[src/rtl/sha256_word_packer.sv]
// Packs a length-headed stream of IN_W-bit big-endian words into 512-bit blocks, one cfg beat per message.
// Optional `SHA256_WORD_PACKER_LAST_CHECK_EN flags word_in_last disagreements with the header length in err_last.
module sha256_word_packer #(
   parameter int          IN_W   = 32,
   parameter logic [1:0]  SCHEME = 2'b00
) (
   input  logic              clk,
   input  logic              sync_rst,
   input  logic              en,
   input  logic [63:0]       hdr_len,
   input  logic              hdr_valid,
   output logic              hdr_ready,
   input  logic [IN_W-1:0]   word_in,
   input  logic              word_in_last,
   input  logic              word_in_valid,
   output logic              word_in_ready,
   output logic [511:0]      data_out,
   output logic              data_out_last,
   output logic              data_out_valid,
   input  logic              data_out_ready,
   output logic [63:0]       cfg_size,
   output logic [1:0]        cfg_scheme,
   output logic              cfg_last,
   output logic              cfg_valid,
   input  logic              cfg_ready,
   output logic              err_last,
   output logic [1:0]        dbg_state
);

   localparam int DATA_W = 512;
   localparam int WORDS  = DATA_W / IN_W;
   localparam int BYTES  = IN_W / 8;

   typedef enum logic [1:0] {S_IDLE, S_CFG, S_FILL, S_SEND} state_t;

   // Handshake: a beat moves on a rising edge where valid, ready and en are all high.
   state_t        state;
   logic [63:0]   remaining;
   logic [4:0]    wcnt;
   logic [63:0]   take;
   logic          final_word;
   logic          block_full;
   logic          word_fire;
   logic [IN_W-1:0] word_masked;

   assign hdr_ready      = en && (state == S_IDLE);
   assign cfg_valid      = en && (state == S_CFG);
   assign word_in_ready  = en && (state == S_FILL);
   assign data_out_valid = en && (state == S_SEND);
   assign cfg_scheme     = SCHEME;
   assign cfg_last       = 1'b1;
   assign dbg_state      = state;
   assign word_fire      = word_in_valid && word_in_ready;

   always_comb begin
      final_word  = (remaining <= 64'(BYTES));
      take        = final_word ? remaining : 64'(BYTES);
      block_full  = (wcnt == 5'(WORDS - 1));
      word_masked = word_in;
      // Bytes beyond the message length are zeroed; byte 0 is the MSB byte.
      for (int b = 0; b < BYTES; b++) begin
         if (64'(b) >= remaining) word_masked[IN_W-1-8*b -: 8] = 8'h00;
      end
   end

   always_ff @(posedge clk) begin
      if (sync_rst) begin
         state         <= S_IDLE;
         remaining     <= '0;
         wcnt          <= '0;
         data_out      <= '0;
         data_out_last <= 1'b0;
         cfg_size      <= '0;
      end else if (en) begin
         case (state)
            S_IDLE: begin
               if (hdr_valid) begin
                  state     <= S_CFG;
                  remaining <= hdr_len;
                  cfg_size  <= {hdr_len[60:0], 3'b000};
               end
            end
            S_CFG: begin
               if (cfg_ready) begin
                  if (remaining == 64'd0) begin
                     state         <= S_SEND;
                     data_out_last <= 1'b1;
                  end else begin
                     state <= S_FILL;
                  end
               end
            end
            S_FILL: begin
               if (word_in_valid) begin
                  data_out[DATA_W-1-IN_W*int'(wcnt) -: IN_W] <= word_masked;
                  wcnt      <= wcnt + 5'd1;
                  remaining <= remaining - take;
                  if (final_word || block_full) begin
                     state         <= S_SEND;
                     data_out_last <= final_word;
                  end
               end
            end
            S_SEND: begin
               if (data_out_ready) begin
                  // Clearing here keeps unwritten slots of the next block at zero.
                  data_out      <= '0;
                  wcnt          <= '0;
                  data_out_last <= 1'b0;
                  state         <= data_out_last ? S_IDLE : S_FILL;
               end
            end
            default: state <= S_IDLE;
         endcase
      end
   end

`ifdef SHA256_WORD_PACKER_LAST_CHECK_EN
   always_ff @(posedge clk) begin
      if (sync_rst) err_last <= 1'b0;
      else if (word_fire && (word_in_last != final_word)) err_last <= 1'b1;
   end
`else
   // The marker is ignored in this build; the AND keeps the input referenced.
   assign err_last = 1'b0 & word_in_last & word_fire;
`endif

endmodule

[config.mk]
export PLATFORM = sky130hd
export DESIGN_NAME = sha256_word_packer
export DESIGN_NICKNAME = d
export VERILOG_FILES = /design/src/rtl/sha256_word_packer.sv
export SDC_FILE = /design/constraint.sdc
export NUM_CORES = 1
export LEC_CHECK = 0
export ABC_AREA = 1
export CAP_MARGIN = 5
export CORE_AREA = 2 2 273 275
export CTS_BUF_LIST = sky130_fd_sc_hd__clkbuf_16
export DETAILED_ROUTE_END_ITERATION = 16
export DIE_AREA = 0 0 275 277
export PLACE_DENSITY = 0.63
export SKIP_LAST_GASP = 1
export SLEW_MARGIN = 20
export SYNTH_ARGS = -nofsm -noshare
export SYNTH_HDL_FRONTEND = slang
export SYNTH_SLANG_ARGS = --single-unit
[constraint.sdc]
create_clock -name clk -period 2.1 [get_ports clk]
set_input_delay 0.21 -clock clk [delete_from_list [all_inputs] [get_ports clk]]
set_output_delay 0.21 -clock clk [all_outputs]
set_load 0.01 [all_outputs]
==> flow_summary.ini, run 1 <==
[place]
dp.cells = 5308
routabilityCongestion = 0.931
post_dp_cell_area_sq_um = 36200
hpwlAfterDp_microns = 79500
port_buffers = 682

[cells_and_area]
syn_to_final_growth_pct = 53.2
drive_gt1_share_pct = 15.4
antennaDiodeCount = 0
fillers = 6983
layout.cells.non_filler = 5473
register_area_sq_um = 13000
final_area_sq_um = 39500
multi_input_area_sq_um = 12100
finalNetCount = 4561

[sta]
slew_viol_final = 0
finalHoldViolations = 0
rsz0062_at_grt = yes
post-route-min-period_ps = 2230
skew_ps = 22.8
timing.final.crit_share_pct = 106
max_freq_mhz = 449
worst_slack_ps = -129
tightest_slew_ps = 582
max_slew_margin_pct = 60.8
whs_ps = 208
final-setup-viol-count = 151

[pwr]
leakage_uw = 0.0146
ir_drop_uv = 580
powerDensity_nw_per_um2 = 825
p_total_uw = 32600

[worst_setup_path]
cp_top_family = simple AND/OR/NAND/NOR gates
rr_worst_depth = 18
crit_chain = nor2_4, buf_6, nand2_4, nor2_4, nand2_2, nor2_4, nand2_4, nand3_4, ha_4, inv_4, nand2_8, nand2_8, nand2_8, nor2_8, nand3b_1, nand3_2, nand2_2, a21oi_2
crit_buf_inv = 2
end_kind = register
cp_slowest_cell = dfxtp_2
cp.arrival_ps = 2720
cp_max_fo = 7
startpoint_type = register
critPathMaxStageDelay_ps = 330
critical_path_required_ps = 2590
worstSetupPathType = reg2reg
path_depth = 18

[cts]
cts_buffers = 73
htreeDepth = 3
cts_tree = built
ctsLongestPathBuffers = 3
root_buffer = clkbuf_16
clock_latency_ps = 640
path_clk_slew_ps = 60
cts_sinks = 645

[yosys]
synth_flop_cell = dfxtp_1
async_flop_share_pct = 0
synth_fa_ha_area_share_pct = 0.146
ys_seq_area_share_pct = 50.1
synth_xor_area_share_pct = 0.850
netlist_area_sq_um = 25800
synth_edf_count = 0
netlist.area_leader.share_pct = 50.1
synth-compound-area-share_pct = 14.3
synth_area_leaders = dfxtp_1, nand2_1, a21oi_1
yosysUniqueCellTypes = 47
synthCells = 3610
syn_avg_cell_area_sq_um = 7.14
synth_mux_area_share_pct = 0
synth_seq_cells = 645
synth_top_area_cell = dfxtp_1
synth_top_family_by_area = simple AND/OR/NAND/NOR gates
synth-simple-area-share_pct = 28.6
yosysWarnings = 0

[global_route]
grt_pass1_vias = 25096
grt_usage_pct = 28.4
grt_max_degree = 97
grt-ovfl-total = 0
grt_first_pass_wirelength_microns = 164000
grt_antenna_before_repair = 0

[routing]
drtIter0Drc = 2654
wirelength_microns = 113000
routed-wl-met3_microns = 9780
postRouteAntennaNets = 0
vias = 27514
top_layer = met4
drt-met1-wl_microns = 46500
drt_pass1_iterations = 6
route.detailed.drc = 0
viasPerCell = 5.03
wl_met2_microns = 51400
routedWlPerCell_microns = 20.6

[floorplan]
io_pins = 691
num_rows = 100
initial_core_util_pct = 35.0
fp.dieW_microns = 275
die_area_sq_um = 76200
design.core.area_sq_um = 73600
dieHeight_microns = 277

[status]
violations = negative setup slack
run_status = complete, but fails checks

[worst_hold_path]
hold_path_class = in2reg
hold_depth = 3

[job]
cap_violations = 0
## power by group
group	switching [uW]	leakage [uW]	total (uW)	internal [uW]
logic	4330	0.00825	7530	3210
registers	246	0.00524	12900	12600
clock network	5430	0.00113	12200	6740
total	10000	0.0146	32600	22600
## Yosys cell counts (2+ instances only)
| cell | n |
|---|---|
| buf_2 | 61 |
| xnor2_1 | 17 |
| nand2_8 | 3 |
| nor2_8 | 4 |
| nand3_1 | 49 |
| nand4_1 | 10 |
| ha_1 | 3 |
| a21oi_1 | 577 |
| a21oi_2 | 5 |
| nand2_2 | 7 |
| nor4_1 | 5 |
| nor3_1 | 26 |
| dfxtp_1 | 645 |
| xor2_1 | 8 |
| nand2_1 | 1302 |
| or2_0 | 3 |
| clkbuf_1 | 177 |
| o21ai_0 | 107 |
| nand4_2 | 2 |
| or2_1 | 6 |
| inv_1 | 115 |
| nand3_2 | 3 |
| buf_4 | 7 |
| buf_1 | 6 |
| nand3b_1 | 12 |
| nor2_1 | 374 |
| nor2_4 | 5 |
| o221ai_1 | 3 |
| a31oi_1 | 3 |
| clkinv_1 | 2 |
| conb_1 | 2 |
| nand2_4 | 5 |
| o21ai_1 | 21 |
| nor2_2 | 11 |
| o211ai_1 | 5 |
| inv_2 | 8 |
## worst register-to-register path, cell delays in order, from the launching register on
cell,delay [ps]
dfxtp_2,330
nor2_4,120
buf_6,110
nand2_4,40
nor2_4,120
nand2_2,90
nor2_4,130
nand2_4,90
nand3_4,140
ha_4,160
inv_4,40
nand2_8,90
nand2_8,80
nand2_8,140
nor2_8,70
nand3b_1,100
nand3_2,90
nand2_2,90
a21oi_2,50
## kinds of logic (layout without fill, tap and decap cells)
| logic type | count (synthesis) | in the layout |
|---|---|---|
| xor gates and xnor gates | 25 | 25 |
| and+or+nand+nor | 1833 | 1833 |
| other | 2 | 8 |
| adders and majority gates | 3 | 3 |
| DFF | 645 | 645 |
| buffers and inverters | 377 | 1265 |
| AOI/OAI and AO/OA | 725 | 725 |
## layout by cell type, fill, tap and decap left out, drive strengths merged
master / count
clkbuf: 73
a31oi: 3
nor3: 27
inv: 133
nand4: 12
a21o: 1
or2: 10
clkinv: 40
o31ai: 1
clkdlybuf4s50: 676
o211ai: 5
conb: 8
nand3b: 12
and2: 1
nand2: 1317
dfxtp: 645
nor3b: 1
nand3: 53
nor2: 394
clkinvlp: 1
xor2: 8
o21ai: 128
xnor2: 17
o221ai: 3
and3: 1
dlygate4sd3: 1
a21oi: 582
buf: 335
a211oi: 1
ha: 3
dlygate4sd2: 3
nor4: 5
bufinv: 3
a221oi: 1
## flip-flops by register name, summed over array words and instances, names as in the netlist
name	count
data_out	512
remaining	64
cfg_size	61
wcnt	5
dbg_state	2
data_out_last	1
## repair_timing
item                                   CTS  global route
hold buffers                             1             0
pin swaps                               22            97
setup endpoints to repair              315           345
endpoints found under the hold margin   36             0
resized for setup                       77           175
gates cloned                             0             0
buffers inserted                        24            16
## stage by stage
| stage | TNS [ps] | worst slack (ps) | util [%] |
|---|---|---|---|
| 4_1_cts | -4090 | -91.4 | 52.8 |
| 2_1_floorplan | 0 | 106 | - |
| 6_report | -5580 | -129 | 53.7 |
| 5_1_grt | -35530 | -229 | 53.7 |
| 3_3_place_gp | -31020 | -390 | 49.2 |
| 3_5_place_dp | -32530 | -319 | 49.2 |
## per-layer routing
layer  global-route usage [%]  vias to the layer above
met5                        0                        -
met2                     45.1                     1201
met3                     6.14                      237
met4                     11.7                        0
met1                     37.2                    12902
li1                         -                    13174
## final timing paths
kind,startpoint,endpoint,slack (ps)
hold reg to reg,data_out[131]$_SDFFE_PP0P_,data_out[131]$_SDFFE_PP0P_,460
setup / recovery,remaining[33]$_SDFFE_PP0P_,remaining[42]$_SDFFE_PP0P_,-130
setup reg to reg,remaining[33]$_SDFFE_PP0P_,remaining[42]$_SDFFE_PP0P_,-130
hold / removal,hdr_len[51],cfg_size[54]$_SDFFE_PP0P_,210
## layout make-up
type	count	share of cell area, %
clock inverter	52	1.05
tap	969	3.07
sequential	645	32.9
timing repair buffer	1015	26.4
clock buffer	73	4.63
multi-input combinational	2594	30.7
inverter	125	1.22
Note: power is estimated with default switching activity, not from simulation.
==> inputs of run 2 (changes only) <==
--- a/config.mk
+++ b/config.mk
@@ -17,3 +17,4 @@
 export SYNTH_ARGS = -nofsm -noshare
 export SYNTH_HDL_FRONTEND = slang
 export SYNTH_SLANG_ARGS = --single-unit
+export TNS_END_PERCENT = 30
==> constraint.sdc (replaced) <==
create_clock -name clk -period 2.1 [get_ports clk]
set_input_delay 0.42 -clock clk [delete_from_list [all_inputs] [get_ports clk]]
set_output_delay 0.42 -clock clk [all_outputs]
set_load 0.01 [all_outputs]
==> run 2 against run 1 <==
  * The run still ends with negative setup slack left
  * Fmax shrank 4.7%
  * Clock power about the same
  * Non-clock buffer count grew 11
==> flow_summary.ini, run 2 (same netlist as run 1, synthesis figures left out) <==
[routing]
postRouteAntennaNets = 0
drtIter0Drc = 2448
drt_pass1_iterations = 8
route.detailed.drc = 0
routedWlPerCell_microns = 21.7
wirelength_microns = 119000
vias = 27817
viasPerCell = 5.07

[global_route]
grt_usage_pct = 28.7
grt_pass1_vias = 25320
grt_max_degree = 112
grt_first_pass_wirelength_microns = 165000
grt_antenna_before_repair = 5
grt-ovfl-total = 0

[cts]
cts_buffers = 72
clock_latency_ps = 640
cts_sinks = 645
root_buffer = clkbuf_16
path_clk_slew_ps = 70
ctsLongestPathBuffers = 3
htreeDepth = 3
cts_tree = built
cts_hold_buffers = 0

[floorplan]
dieHeight_microns = 277
initial_core_util_pct = 35.0
die_area_sq_um = 76200
design.core.area_sq_um = 73600
io_pins = 691
fp.dieW_microns = 275
num_rows = 100

[cells_and_area]
reg_top3 = data_out (512), remaining (64), cfg_size (61)
fillers = 6815
layout_common_cells = nand2_1, clkdlybuf4s50_1, dfxtp_1
syn_to_final_growth_pct = 57.7
regMostFlops = data_out
layout.cells.non_filler = 5491
largest_register_ffs = 512
layout_commonest_cell = nand2_1
finalNetCount = 4571
drive_gt1_share_pct = 18.3

[sta]
timing.final.crit_share_pct = 111
tns_ps = -40010
worst_slack_ps = -240
post-route-min-period_ps = 2340
final-setup-viol-count = 292
max_freq_mhz = 427
finalHoldViolations = 0
tightest_slew_ps = 524
slew_viol_final = 0
rsz0062_at_grt = yes
skew_ps = 53.1
max_slew_margin_pct = 65.0

[worst_setup_path]
cp_slowest_cell = dfxtp_4
cp_max_fo = 8
worstSetupPathType = reg2reg
critical_path_required_ps = 2600
crit_path_frequent_cell = nor2_4
startpoint_type = register
cp.arrival_ps = 2840
crit_chain = nor2_2, nand2_2, nor2_4, nand2_4, nor2_4, nand3_2, nor2_1, buf_4, clkinvlp_4, buf_12, nand2_8, clkinv_8, buf_16, nand2_1, a21oi_1
rr_worst_depth = 15
critPathMaxStageDelay_ps = 370
end_kind = register

[pwr]
leakage_uw = 0.0152
combinationalPowerShare_pct = 23.9
ir_drop_uv = 600
powerDensity_nw_per_um2 = 821
p_sw_uw = 10400
p_int_uw = 23000
seqPwrFrac_pct = 38.5
sw_frac_of_total_pct = 31.1
power_frac_clock_pct = 37.6

[place]
pre_cts_ws_ps = -358
routabilityCongestion = 0.920
dp.cells = 5289
port_buffers = 682
hpwlAfterDp_microns = 77400

[worst_hold_path]
hold_depth = 2
hold_path_class = in2reg

[status]
violations = negative setup slack
run_status = complete, but fails checks

[job]
cap_violations = 0
==> run 2: cell types whose count changed in the layout (fill, tap and decap cells not counted), sizes merged <==
cell,previous run,this run
bufinv,3,5
clkinv,40,37
dlygate4sd2,3,2
inv,133,138
clkdlybuf4s50,676,675
buf,335,341
diode,0,3
clkbuf,73,81
dlygate4sd3,1,0
==> run 2: timing repair <==
action / 4_1_cts / 5_1_grt
buffers inserted: 47 / 17
gates cloned: 4 / 9
endpoints found under the setup margin: 269 / 609
endpoints found under the hold margin: 0 / 0
pin swaps: 27 / 103
gates resized for setup: 143 / 361
==> run 2: power by group through the flow <==
| stage | clock network, uW | registers [uW] | logic [uW] |
|---|---|---|---|
| global placement | 0 | 13000 | 6270 |
| finish | 12500 | 12900 | 7980 |
| floorplan | 0 | 13200 | 2970 |
| CTS | 12700 | 12800 | 7040 |
| detailed placement | 0 | 13100 | 6280 |
| global route | 13200 | 12900 | 8490 |
==> run 2: through the flow <==
step / util, % / area, sq um / total power (uW) / hold slack, ps
2_1_floorplan: - / 25800 / 16100 / 457
3_3_place_gp: 48.9 / 36000 / 19300 / 447
3_5_place_dp: 48.9 / 36000 / 19300 / 451
4_1_cts: 53.3 / 39200 / 32500 / 194
5_1_grt: 55.2 / 40600 / 34500 / 209
6_report: 55.3 / 40600 / 33400 / 205
==> run 2: metal layers <==
layer / vias up / wire, microns / GRT usage, %
met3: 271 / 10600 / 6.43
met4: 2 / 5820 / 12.1
met2: 1185 / 54400 / 45.8
met1: 13150 / 48600 / 37.1
li1: 13209 / - / -
met5: - / 14 / 0
==> run 2: final cells by class <==
type / count / area, sq um / share of cell area (%)
repair buffers: 1026 / 10800 / 26.5
clock buffers: 73 / 1830 / 4.49
flip-flops and latches: 645 / 13000 / 31.9
well taps: 969 / 1210 / 2.98
inverters: 125 / 549 / 1.35
multi-input cells: 2594 / 12800 / 31.6
clock inverters: 56 / 480 / 1.18
diodes: 3 / 7.51 / 0.0185
==> run 2: path summary, 6_finish.rpt <==
path | slack (ps) | start | endpoint
setup / recovery | -240 | remaining[19]$_SDFFE_PP0P_ | data_out[410]$_SDFFE_PP0P_
setup reg to reg | -240 | remaining[19]$_SDFFE_PP0P_ | data_out[410]$_SDFFE_PP0P_
hold / removal | 210 | sync_rst | data_out[88]$_SDFFE_PP0P_
hold reg to reg | 460 | data_out[320]$_SDFFE_PP0P_ | data_out[320]$_SDFFE_PP0P_
==> run 2: critical path, delay by kind of cell (launching register included) <==
family | cells | cell delay, ps
AOI/OAI and AO/OA | 1 | 60
buffers and inverters | 5 | 720
DFF | 1 | 370
and+or+nand+nor | 9 | 1000
